===== config.mk =====
export PLATFORM = sky130hd
export DESIGN_NAME = execute_stage
export DESIGN_NICKNAME = d
export VERILOG_FILES = /design/src/rtl/legv8_pkg.sv /design/src/rtl/alu.sv /design/src/rtl/execute_stage.sv
export SDC_FILE = /design/constraint.sdc
export NUM_CORES = 1
export LEC_CHECK = 0
export ABC_AREA = 1
export BUFFER_PORTS_ARGS = -buffer_cell sky130_fd_sc_hd__clkbuf_2
export CORE_MARGIN = 3
export CORE_UTILIZATION = 35
export CTS_CLUSTER_DIAMETER = 40
export DETAILED_ROUTE_END_ITERATION = 10
export PLACE_DENSITY = 0.6
export SETUP_SLACK_MARGIN = 0.3
export SKIP_LAST_GASP = 1
export SLEW_MARGIN = 20
export SYNTH_ARGS = -nofsm -noshare
export SYNTH_HDL_FRONTEND = slang
export SYNTH_SLANG_ARGS = --single-unit

===== constraint.sdc =====
create_clock -name clk -period 15.1 [get_ports clk]
set_clock_uncertainty 0.15 [all_clocks]
set_input_delay 2.265 -clock clk [delete_from_list [all_inputs] [get_ports clk]]
set_output_delay 2.265 -clock clk [all_outputs]
set_load 0.01 [all_outputs]

===== src/rtl/legv8_pkg.sv =====
// Shared LEGv8 definitions: ALU control encodings used by the ALU control decoder
// and the execute stage.
package legv8_pkg;

  typedef enum logic [3:0] {
    ALU_AND    = 4'b0000,
    ALU_OR     = 4'b0001,
    ALU_ADD    = 4'b0010,
    ALU_SUB    = 4'b0110,
    ALU_PASS_B = 4'b0111
  } alu_op_t;

endpackage


===== src/rtl/alu.sv =====
// Combinational LEGv8 ALU: AND/OR/ADD/SUB/PASS_B, modulo 2^N, with zero flag.
module alu
  import legv8_pkg::*;
#(
  parameter int unsigned N = 64
) (
  input  logic [N-1:0] a,
  input  logic [N-1:0] b,
  input  logic [3:0]   alucontrol,
  output logic [N-1:0] result,
  output logic         zero
);

  always_comb begin
    result = '0;
    case (alucontrol)
      ALU_AND:    result = a & b;
      ALU_OR:     result = a | b;
      ALU_ADD:    result = a + b;
      ALU_SUB:    result = a - b;
      ALU_PASS_B: result = b;
      // Undefined codes yield 0 so a stray decode reads as "zero".
      default:    result = '0;
    endcase
  end

  assign zero = (result == '0);

endmodule


===== src/rtl/execute_stage.sv =====
// LEGv8 execute stage: operand mux, ALU, branch-target adder and EX/MEM register
// with hazard-unit stall/flush control.
module execute_stage
  import legv8_pkg::*;
#(
  parameter int unsigned N = 64
) (
  input  logic         clk,
  input  logic         reset,
  input  logic         in_valid,
  input  logic         stall,
  input  logic         flush,
  input  logic [3:0]   alucontrol,
  input  logic         alusrc,
  input  logic [N-1:0] readdata1,
  input  logic [N-1:0] readdata2,
  input  logic [N-1:0] signimm,
  input  logic [N-1:0] pc_id,
  input  logic [4:0]   rd_id,
  input  logic         regwrite_id,
  input  logic         memread_id,
  input  logic         memwrite_id,
  input  logic         memtoreg_id,
  input  logic         branch_id,
  output logic         ex_valid,
  output logic [N-1:0] ex_aluresult,
  output logic         ex_zero,
  output logic [N-1:0] ex_writedata,
  output logic [N-1:0] ex_branchtarget,
  output logic [4:0]   ex_rd,
  output logic         ex_regwrite,
  output logic         ex_memread,
  output logic         ex_memwrite,
  output logic         ex_memtoreg,
  output logic         ex_branch
);

  logic [N-1:0] opb;
  logic [N-1:0] alu_result;
  logic         alu_zero;
  logic [N-1:0] branch_target;
  logic         load;
  logic         keep_ctrl;

  assign opb = alusrc ? signimm : readdata2;

  alu #(
    .N(N)
  ) u_alu (
    .a         (readdata1),
    .b         (opb),
    .alucontrol(alucontrol),
    .result    (alu_result),
    .zero      (alu_zero)
  );

  // Word offset to byte offset; bits shifted out the top are dropped.
  assign branch_target = pc_id + {signimm[N-3:0], 2'b00};

  // Flush overrides stall; control bits survive only for a real, unflushed instruction.
  assign load      = flush | ~stall;
  assign keep_ctrl = in_valid & ~flush;

  always_ff @(posedge clk or posedge reset) begin
    if (reset) begin
      ex_valid        <= 1'b0;
      ex_aluresult    <= '0;
      ex_zero         <= 1'b0;
      ex_writedata    <= '0;
      ex_branchtarget <= '0;
      ex_rd           <= '0;
      ex_regwrite     <= 1'b0;
      ex_memread      <= 1'b0;
      ex_memwrite     <= 1'b0;
      ex_memtoreg     <= 1'b0;
      ex_branch       <= 1'b0;
    end else if (load) begin
      ex_valid        <= keep_ctrl;
      ex_aluresult    <= alu_result;
      ex_zero         <= alu_zero;
      ex_writedata    <= readdata2;
      ex_branchtarget <= branch_target;
      ex_rd           <= rd_id;
      ex_regwrite     <= keep_ctrl & regwrite_id;
      ex_memread      <= keep_ctrl & memread_id;
      ex_memwrite     <= keep_ctrl & memwrite_id;
      ex_memtoreg     <= keep_ctrl & memtoreg_id;
      ex_branch       <= keep_ctrl & branch_id;
    end
  end

endmodule


==> results of run 1 <==
## layout make-up
type	count	area, um^2
Antenna cell	2	5.005
Timing Repair Buffer	496	2527
Inverter	638	2412
Clock inverter	27	322.8
Tap cell	837	1047
Clock buffer	50	1142
Fill cell	6865	35300
Multi-Input combinational cell	2817	13960
Sequential cell	204	5105
## layer usage
layer	vias to the layer above	wire length, um	part of all wire, %	GRT usage (%)
li1	12765	-	-	-
met5	-	9	0.0086	0
met3	155	8421	8.0	5.036
met4	2	2937	2.8	7.840
met1	11905	46870	45	42.90
met2	1124	46920	45	49.76
## cells in the mapped netlist (18+ instances only)
cell / n
sky130_fd_sc_hd__nor3_1: 29
sky130_fd_sc_hd__ha_1: 127
sky130_fd_sc_hd__a31oi_1: 84
sky130_fd_sc_hd__o22ai_1: 23
sky130_fd_sc_hd__inv_1: 627
sky130_fd_sc_hd__o21ai_0: 233
sky130_fd_sc_hd__nand3b_1: 18
sky130_fd_sc_hd__clkbuf_1: 61
sky130_fd_sc_hd__nand3_1: 157
sky130_fd_sc_hd__or2_2: 32
sky130_fd_sc_hd__nor2_1: 425
sky130_fd_sc_hd__a21oi_1: 205
sky130_fd_sc_hd__xor2_1: 66
sky130_fd_sc_hd__dfrtp_1: 204
sky130_fd_sc_hd__nand2_1: 1214
sky130_fd_sc_hd__nand2_2: 30
sky130_fd_sc_hd__nand4_1: 19
sky130_fd_sc_hd__o21bai_1: 18
## worst max-delay path, delay by kind of cell
kind	cells	cell delay, ns
AO/OA/AOI/OAI	2	0.46
XOR/XNOR	1	0.16
adder cells (fa/ha/maj)	2	0.59
buffers and inverters	7	1.18
AND/OR/NAND/NOR	25	3.52
## cell families after synthesis
kind of cell | share of synthesized area [%]
and+or+nand+nor | 36.98
buffers and inverters | 12.98
AOI/OAI and AO/OA | 16.10
DFF | 23.31
adders and majority gates | 7.437
xor gates and xnor gates | 3.199
## sequential cells by signal, indices dropped and copies added (netlist names)
register / count
ex_valid: 1
ex_zero: 1
ex_rd: 5
ex_branchtarget: 64
ex_memtoreg: 1
ex_memwrite: 1
ex_memread: 1
ex_aluresult: 64
ex_branch: 1
ex_writedata: 64
ex_regwrite: 1
## through the flow
stage | worst slack [ns] | total power, mW
6_report | 7.282 | 2.585
5_1_grt | 6.727 | 2.727
4_1_cts | 7.292 | 2.586
3_5_place_dp | 6.736 | 1.600
3_3_place_gp | 6.685 | 1.604
2_1_floorplan | 7.118 | 1.227
## power breakdown
part	switching [mW]	leakage, nW	internal (mW)
registers	0.0461	2.50	0.616
clock network	0.345	0.714	0.630
logic	0.649	11.6	0.299
## how the worst max path moves through the flow
| stage | depth (start not counted) | startpoint | to | slack [ns] |
|---|---|---|---|---|
| after floorplan | 1 | reset | ex_aluresult[0] | 7.12 |
| after global placement | 38 | alusrc | ex_zero | 6.69 |
| after detailed placement | 38 | alusrc | ex_zero | 6.74 |
| after CTS | 38 | alusrc | ex_zero | 7.29 |
| after global routing | 38 | alusrc | ex_zero | 6.73 |
| final | 37 | alusrc | ex_zero | 7.28 |
==> run summary, run 1 <==
The logs give 0 for the count of endpoints failing hold in the final timing report and 3 for the largest buffer count on any clock path. The post-synthesis async set-or-reset flop share is 100.0%. Summed over its instances, the top area cell type makes up 23.31% of the synthesized netlist area. The synthesized area per cell was 5.847 um^2. The tree is rooted in a sky130_fd_sc_hd__clkbuf_16. The run gives 0 as the number of max-slew violations in the final report. Once detailed placement completed, the half-perimeter wirelength came to 88400 um. Final sum of negative setup slack: 0 ns. The x dimension of the die was 256.2 um.

Among all flip-flop cells after synthesis, the most frequent one is sky130_fd_sc_hd__dfrtp_1. Across every metal layer, demand over resource in global routing totals 30.85%. In this run the power density over the cells is 97.45 mW/mm^2. The number of global-route vias before repair is 24525, and the depth of the CTS H-tree is 2. In this run the count of I/O pins placed on the die edge is 480. In this run the critical register-to-register path is captured at ex_aluresult[62]. The critical path capture point type was a register.

The run gives 3746 as the cell count after synthesis. In the layout the commonest cells are 1214 x sky130_fd_sc_hd__nand2_1, 624 x sky130_fd_sc_hd__inv_1, 478 x sky130_fd_sc_hd__clkbuf_2. Yosys mapped a number of flops with a built-in enable equal to 0.

Ranked by total cell area, the synthesized netlist is headed by sky130_fd_sc_hd__dfrtp_1 23%, sky130_fd_sc_hd__nand2_1 21%, sky130_fd_sc_hd__inv_1 11%. The most frequent standard cell in the layout excluding fill and tap cells was sky130_fd_sc_hd__nand2_1. The static leakage power was 14.84 nW. The data arrival time of the worst path was 8.16 ns; the synthesized netlist net count was 4151. The die area was 0.06562 mm^2; the cell count after placement was 4992. Clock-pin slew was measured on the worst setup and hold paths at 0.05 ns. At the later pin of the worst-skew pair, clock insertion delay measures 0.56 ns.

Post-CTS repair changed the size of 0 cells. For this design, the slowest cell found on the critical path is sky130_fd_sc_hd__buf_4. The worst min-delay path category is reg -> reg. For this run, design rule violations remaining after detail routing come to 0. The logs give 0 for the buffer count from post-CTS setup fixing and 0 for the quantity of hold-fixing buffers added after cts.

TritonCTS built the clock tree. For the number of antenna violations at the first check in global routing, the log shows 3. The proportion of synthesized chip area in sequential cells was 23.31%; the number of DRC violations after detailed-routing iteration 0 was 2329. In this run the tightest slew margin relative to its limit is 35.81%.

The tools report the standard-cell row count as 91. After layout, the worst path uses 51.78% of the clock period. The clock period could shrink to 7.818 ns.

Of all cell types, the one taking the most synthesized area is sky130_fd_sc_hd__dfrtp_1. Yosys printed 0 warnings. After detailed routing, the average wire length per cell comes to 20.74 um.

Entering global routing, the biggest net connects 99 pins. In this run the cell area measured after placement is 0.02505 mm^2. From bottom edge to top edge, the die measures 256.2 um.

The routed wire length was 105200 um; the required time of the critical path was 15.44 ns. The detailed-route via count is 25951, and the minimum hold slack is 0.3238 ns. The worst hold path terminates at ex_rd[1]. By instance count, the cell type seen most on the critical path is sky130_fd_sc_hd__nand2_1. The tool flagged a number of max-cap violations equal to 0. The flow ran to the end, and the final reports show no timing, DRC or antenna violations. Before antenna repair, the detailed router went through 6 iterations. The final estimated routing congestion in global placement is 1.009, and the starting density of the core is 35.43%. The run gives 42.90% as the core utilization of the finished layout. The maximum fanout along the worst path works out to 77. Number of library cell types mapped by synthesis: 52. After routing the design area is 0.02652 mm^2. The run gives 0 as the number of nets with antenna violations after routing.

In this run the critical register-to-register path is launched from ex_aluresult[62]. On the worst path, the slowest cell contributes a delay of 0.66 ns. The peak supply drop is 0.00006967 V, and the actual transition at the worst max-transition pin is 0.9564 ns. The depth of the most critical reg-to-reg path is 2, and the count of buffers from port buffering is 479. The total overflow left after global routing is 0. The first global-routing pass estimated 154400 um of wire.

The worst hold path begins at ex_rd[1]. Setup violations remaining at the end of the flow were counted as 0. The critical path is of the in -> reg type. The run gives 204 as the number of sinks on the clock net. Across all register-to-register paths, the minimum setup slack is 14.08 ns. The combined area of all synthesized cells came out at 0.02190 mm^2. After the last flow step, the layout net total stands at 4604.

Counting flops and latches in the post-synthesis netlist gives 204. The tools report the area of the placeable core as 0.06183 mm^2. Derived from the worst setup path, the maximum achievable clock frequency is 127.9 MHz.

The mean number of vias per cell came out at 5.118. Setup repair after global routing left no endpoint under its margin. The count of cells in the finished layout, fillers not included, comes to 5071. Compared with the post-synthesis result, the final layout area differs by 21.10%. Counting instances, the worst hold path has a depth of 2. STA classifies the critical path startpoint as a primary input. The number of buffers added by the clock tree synthesis step was 42. The share of post-route cells with drive strength above 1 works out to 16.02%.
Note: power is estimated with default switching activity, not from simulation.
==> inputs of run 2 (changes only) <==
PLACE_DENSITY = 0.62   (was 0.6)
clock period = 6.7 ns   (was 15.1 ns; I/O delays follow)
==> run 2 against run 1 <==
Compared with the run above:
- largest cell class unchanged
- sequential share of layout area decreased by 0.20 points
- register-to-register slack got worse by 8.5 ns
- sequential power increased by 120%
- clock-buffer cell count rose by 3
- via count up 0.77%
- non-clock buffer count is 12 higher
- die area is the same
- largest power group unchanged
- critical path depth shrank 3
- worst setup slack lost 6.4 ns
- global-route usage down 0.50 points
- worst hold slack worse by 0.024 ns
- combinational power rose by 120%
==> run summary, run 2 (synthesized netlist as in run 1, its figures left out) <==
The instance area after placement was 0.02518 mm^2 (was 0.02505 mm^2). The run gives 5090 (was 5071) as the number of standard cells in the layout, taps in and fillers out. The number of max-cap violations came out at 0 (unchanged).

The tools report the master cell of the clock root buffer as sky130_fd_sc_hd__clkbuf_16 (unchanged). The run gives 0.58 ns (was 0.56 ns) as the clock latency on the worst-skew pair. The average detailed-routed wire length per instance is 20.41 um (was 20.74 um). Setup repair after global routing left no endpoint under its margin. The run gives 0 (unchanged) as the buffer count from post-CTS setup fixing. The critical path capture point type is a register (unchanged).

The tools report the largest buffer count on any clock path as 3 (unchanged). Largest delay contributor family on the critical path: simple AND/OR/NAND/NOR gates (unchanged). The actual transition at the worst max-transition pin came out at 1.111 ns (was 0.9564 ns). Worst min-delay path category: in -> async (was reg -> reg). Number of global-route vias before repair: 24494 (was 24525).

Critical path class: in -> reg (unchanged). The logs give 0 ns (unchanged) for the final sum of negative setup slack and 2 (unchanged) for the depth of the CTS H-tree. The relative area change from synthesis to final layout was 22.34% (was 21.10%); the number of I/O pins was 480 (unchanged). The detailed-routing iteration count for the pre-antenna-repair pass is 8 (was 6), and the shortest period the worst path allows is 5.860 ns.

The cell area power density came out at 223.1 mW/mm^2 (was 97.45 mW/mm^2). The data arrival time of the worst path is 6.21 ns (was 8.16 ns), and the maximum fanout along the worst path is 21 (was 77). The first-pass GRT wire length is 152300 um (was 154400 um). The run gives 25.93% (was 35.81%) as the relative max-transition margin. Number of buffers and inverters on the critical path: 6 (was 7).

The most frequent standard cell in the layout excluding fill and tap cells is sky130_fd_sc_hd__nand2_1 (unchanged). Commonest cells after routing, fill and taps aside: 1214 x sky130_fd_sc_hd__nand2_1, 625 x sky130_fd_sc_hd__inv_1, 478 x sky130_fd_sc_hd__clkbuf_2 (was 1214 x sky130_fd_sc_hd__nand2_1, 624 x sky130_fd_sc_hd__inv_1, 478 x sky130_fd_sc_hd__clkbuf_2). Die area: 0.06562 mm^2 (unchanged).

The count of final setup violators is 0 (unchanged). The register clock-pin slew on the reported worst setup and hold paths is 0.05 ns (about the same). The tools report the startpoint type of the worst setup path as a primary input (unchanged). Cell at the slowest stage of the critical path: sky130_fd_sc_hd__nor4_1 (was sky130_fd_sc_hd__buf_4). Share of post-route cells with drive strength above 1: 16.35% (was 16.02%). The run gives 0 (unchanged) as the number of max-slew violations in the final report. The number of nets with antenna violations after routing is 0 (unchanged). The peak supply drop came out at 0.0001588 V (was 0.00006967 V). The HPWL after detailed placement came out at 87270 um (was 88400 um). The most numerous cell on the critical path was sky130_fd_sc_hd__nand2_1 (unchanged).

The largest net degree at the start of global routing was 167 (was 99); the count of buffers from port buffering was 479 (unchanged). The routed wire length came out at 103900 um (was 105200 um). For the number of DRC violations after detailed routing, the log shows 0 (unchanged). For the count of endpoints failing hold in the final timing report, the log shows 0 (unchanged). The number of instances resized during post-cts repair was 0 (unchanged). The overall die height was 256.2 um (unchanged). The mean number of vias per cell is 5.138 (was 5.118), and the area of the placeable core is 0.06183 mm^2 (unchanged). The logs give 5.977 mW (was 2.585 mW) for the post-route total power and 30.35% (was 30.85%) for the global routing usage summed across all routing layers.

The number of DRC violations after detailed-routing iteration 0 is 2422 (was 2329), and the peak clock frequency supported by timing is 170.7 MHz. Count of fill cells added during filler insertion: 6825 (was 6865). Of the available clock period, the critical path in the final layout requires 87.46%. Static leakage power: 14.96 nW (was 14.84 nW). The x dimension of the die is 256.2 um (unchanged). The logs give 0.02680 mm^2 (was 0.02652 mm^2) for the cell area after layout and 35.43% (unchanged) for the starting density of the core. TritonCTS built the clock tree.

The logs give 45 (was 42) for the number of buffers added by the clock tree synthesis step and 0 (unchanged) for the quantity of hold-fixing buffers added after cts. The tools report the number of sinks on the clock net as 204 (unchanged). The standard-cell row count is 91 (unchanged), and the final estimated routing congestion in global placement is 1.036 (was 1.009). Biggest cell delay along the critical path: 0.54 ns (was 0.66 ns).

The tools report the detailed-route via count as 26152 (was 25951). Largest regs: ex_aluresult (64), ex_branchtarget (64), ex_writedata (64) (unchanged). The run gives 10 (was 3) as the number of antenna violations at the first check in global routing.

The core utilization of the finished layout is 43.34% (was 42.90%). The run gives 4619 (was 4604) as the net count of the finished layout. The run gives 5004 (was 4992) as the cell count after placement.

The run finished with clean final reports. The sum of overflow across all layers after global routing was 0 (unchanged); the required time of the critical path was 7.05 ns (was 15.44 ns).
==> run 2: changes by cell type in the layout (fill, tap and decap cells not counted), sizes merged <==
| cell | change |
|---|---|
| bufinv | +1 |
| buf | +12 |
| clkbuf | +3 |
| inv | -1 |
| clkinvlp | +3 |
| clkinv | +1 |
==> run 2: layout make-up <==
class / instances / area (um^2) / area share (%)
diodes: 2 / 5.005 / 0.01868
flip-flops and latches: 204 / 5105 / 19.05
clock inverters: 31 / 407.9 / 1.522
repair buffers: 508 / 2655 / 9.908
multi-input cells: 2817 / 13960 / 52.11
well taps: 837 / 1047 / 3.908
inverters: 638 / 2406 / 8.979
clock buffers: 53 / 1207 / 4.506
==> run 2: stage by stage <==
step                worst slack [ns]  hold WS (ns)
floorplan                      1.836        0.3586
CTS                           0.9532        0.3110
global placement              0.4109        0.3127
global route                  0.4880        0.3357
finish                        0.8405        0.3000
detailed placement            0.3846        0.3120
==> run 2: worst paths after layout <==
| kind | end | cells past startpoint | from | slack (ns) |
|---|---|---|---|---|
| max in group asynchronous | ex_aluresult[46] | 3 | reset | 4.89 |
| min reg2reg | ex_writedata[42] | 2 | ex_writedata[42] | 0.33 |
| max reg2reg | ex_aluresult[46] | 2 | ex_aluresult[46] | 5.63 |
| min | ex_writedata[12] | 2 | reset | 0.30 |
| min in group clk | ex_writedata[42] | 2 | ex_writedata[42] | 0.33 |
| max | ex_zero | 34 | alusrc | 0.84 |
==> run 2: report_power, final <==
part / internal, mW / switching, mW / total (mW)
logic: 0.684 / 1.45 / 2.13
registers: 1.39 / 0.0962 / 1.48
clock network: 1.54 / 0.822 / 2.36
total: 3.61 / 2.37 / 5.98
==> run 2: worst reg2reg max path, delay by kind of cell, from the launching register on <==
kind | cells | cell delay (ns)
flops | 1 | 0.39
compound gates | 1 | 0.12
simple gates | 1 | 0.20
==> run 2: metal layers <==
layer / track usage, % / routed length (um) / vias up
met5: 0 / 101 / -
met4: 8.236 / 3016 / 16
met3: 6.372 / 9666 / 172
met2: 48.64 / 45960 / 1151
met1: 41.39 / 45140 / 12018
li1: - / - / 12795
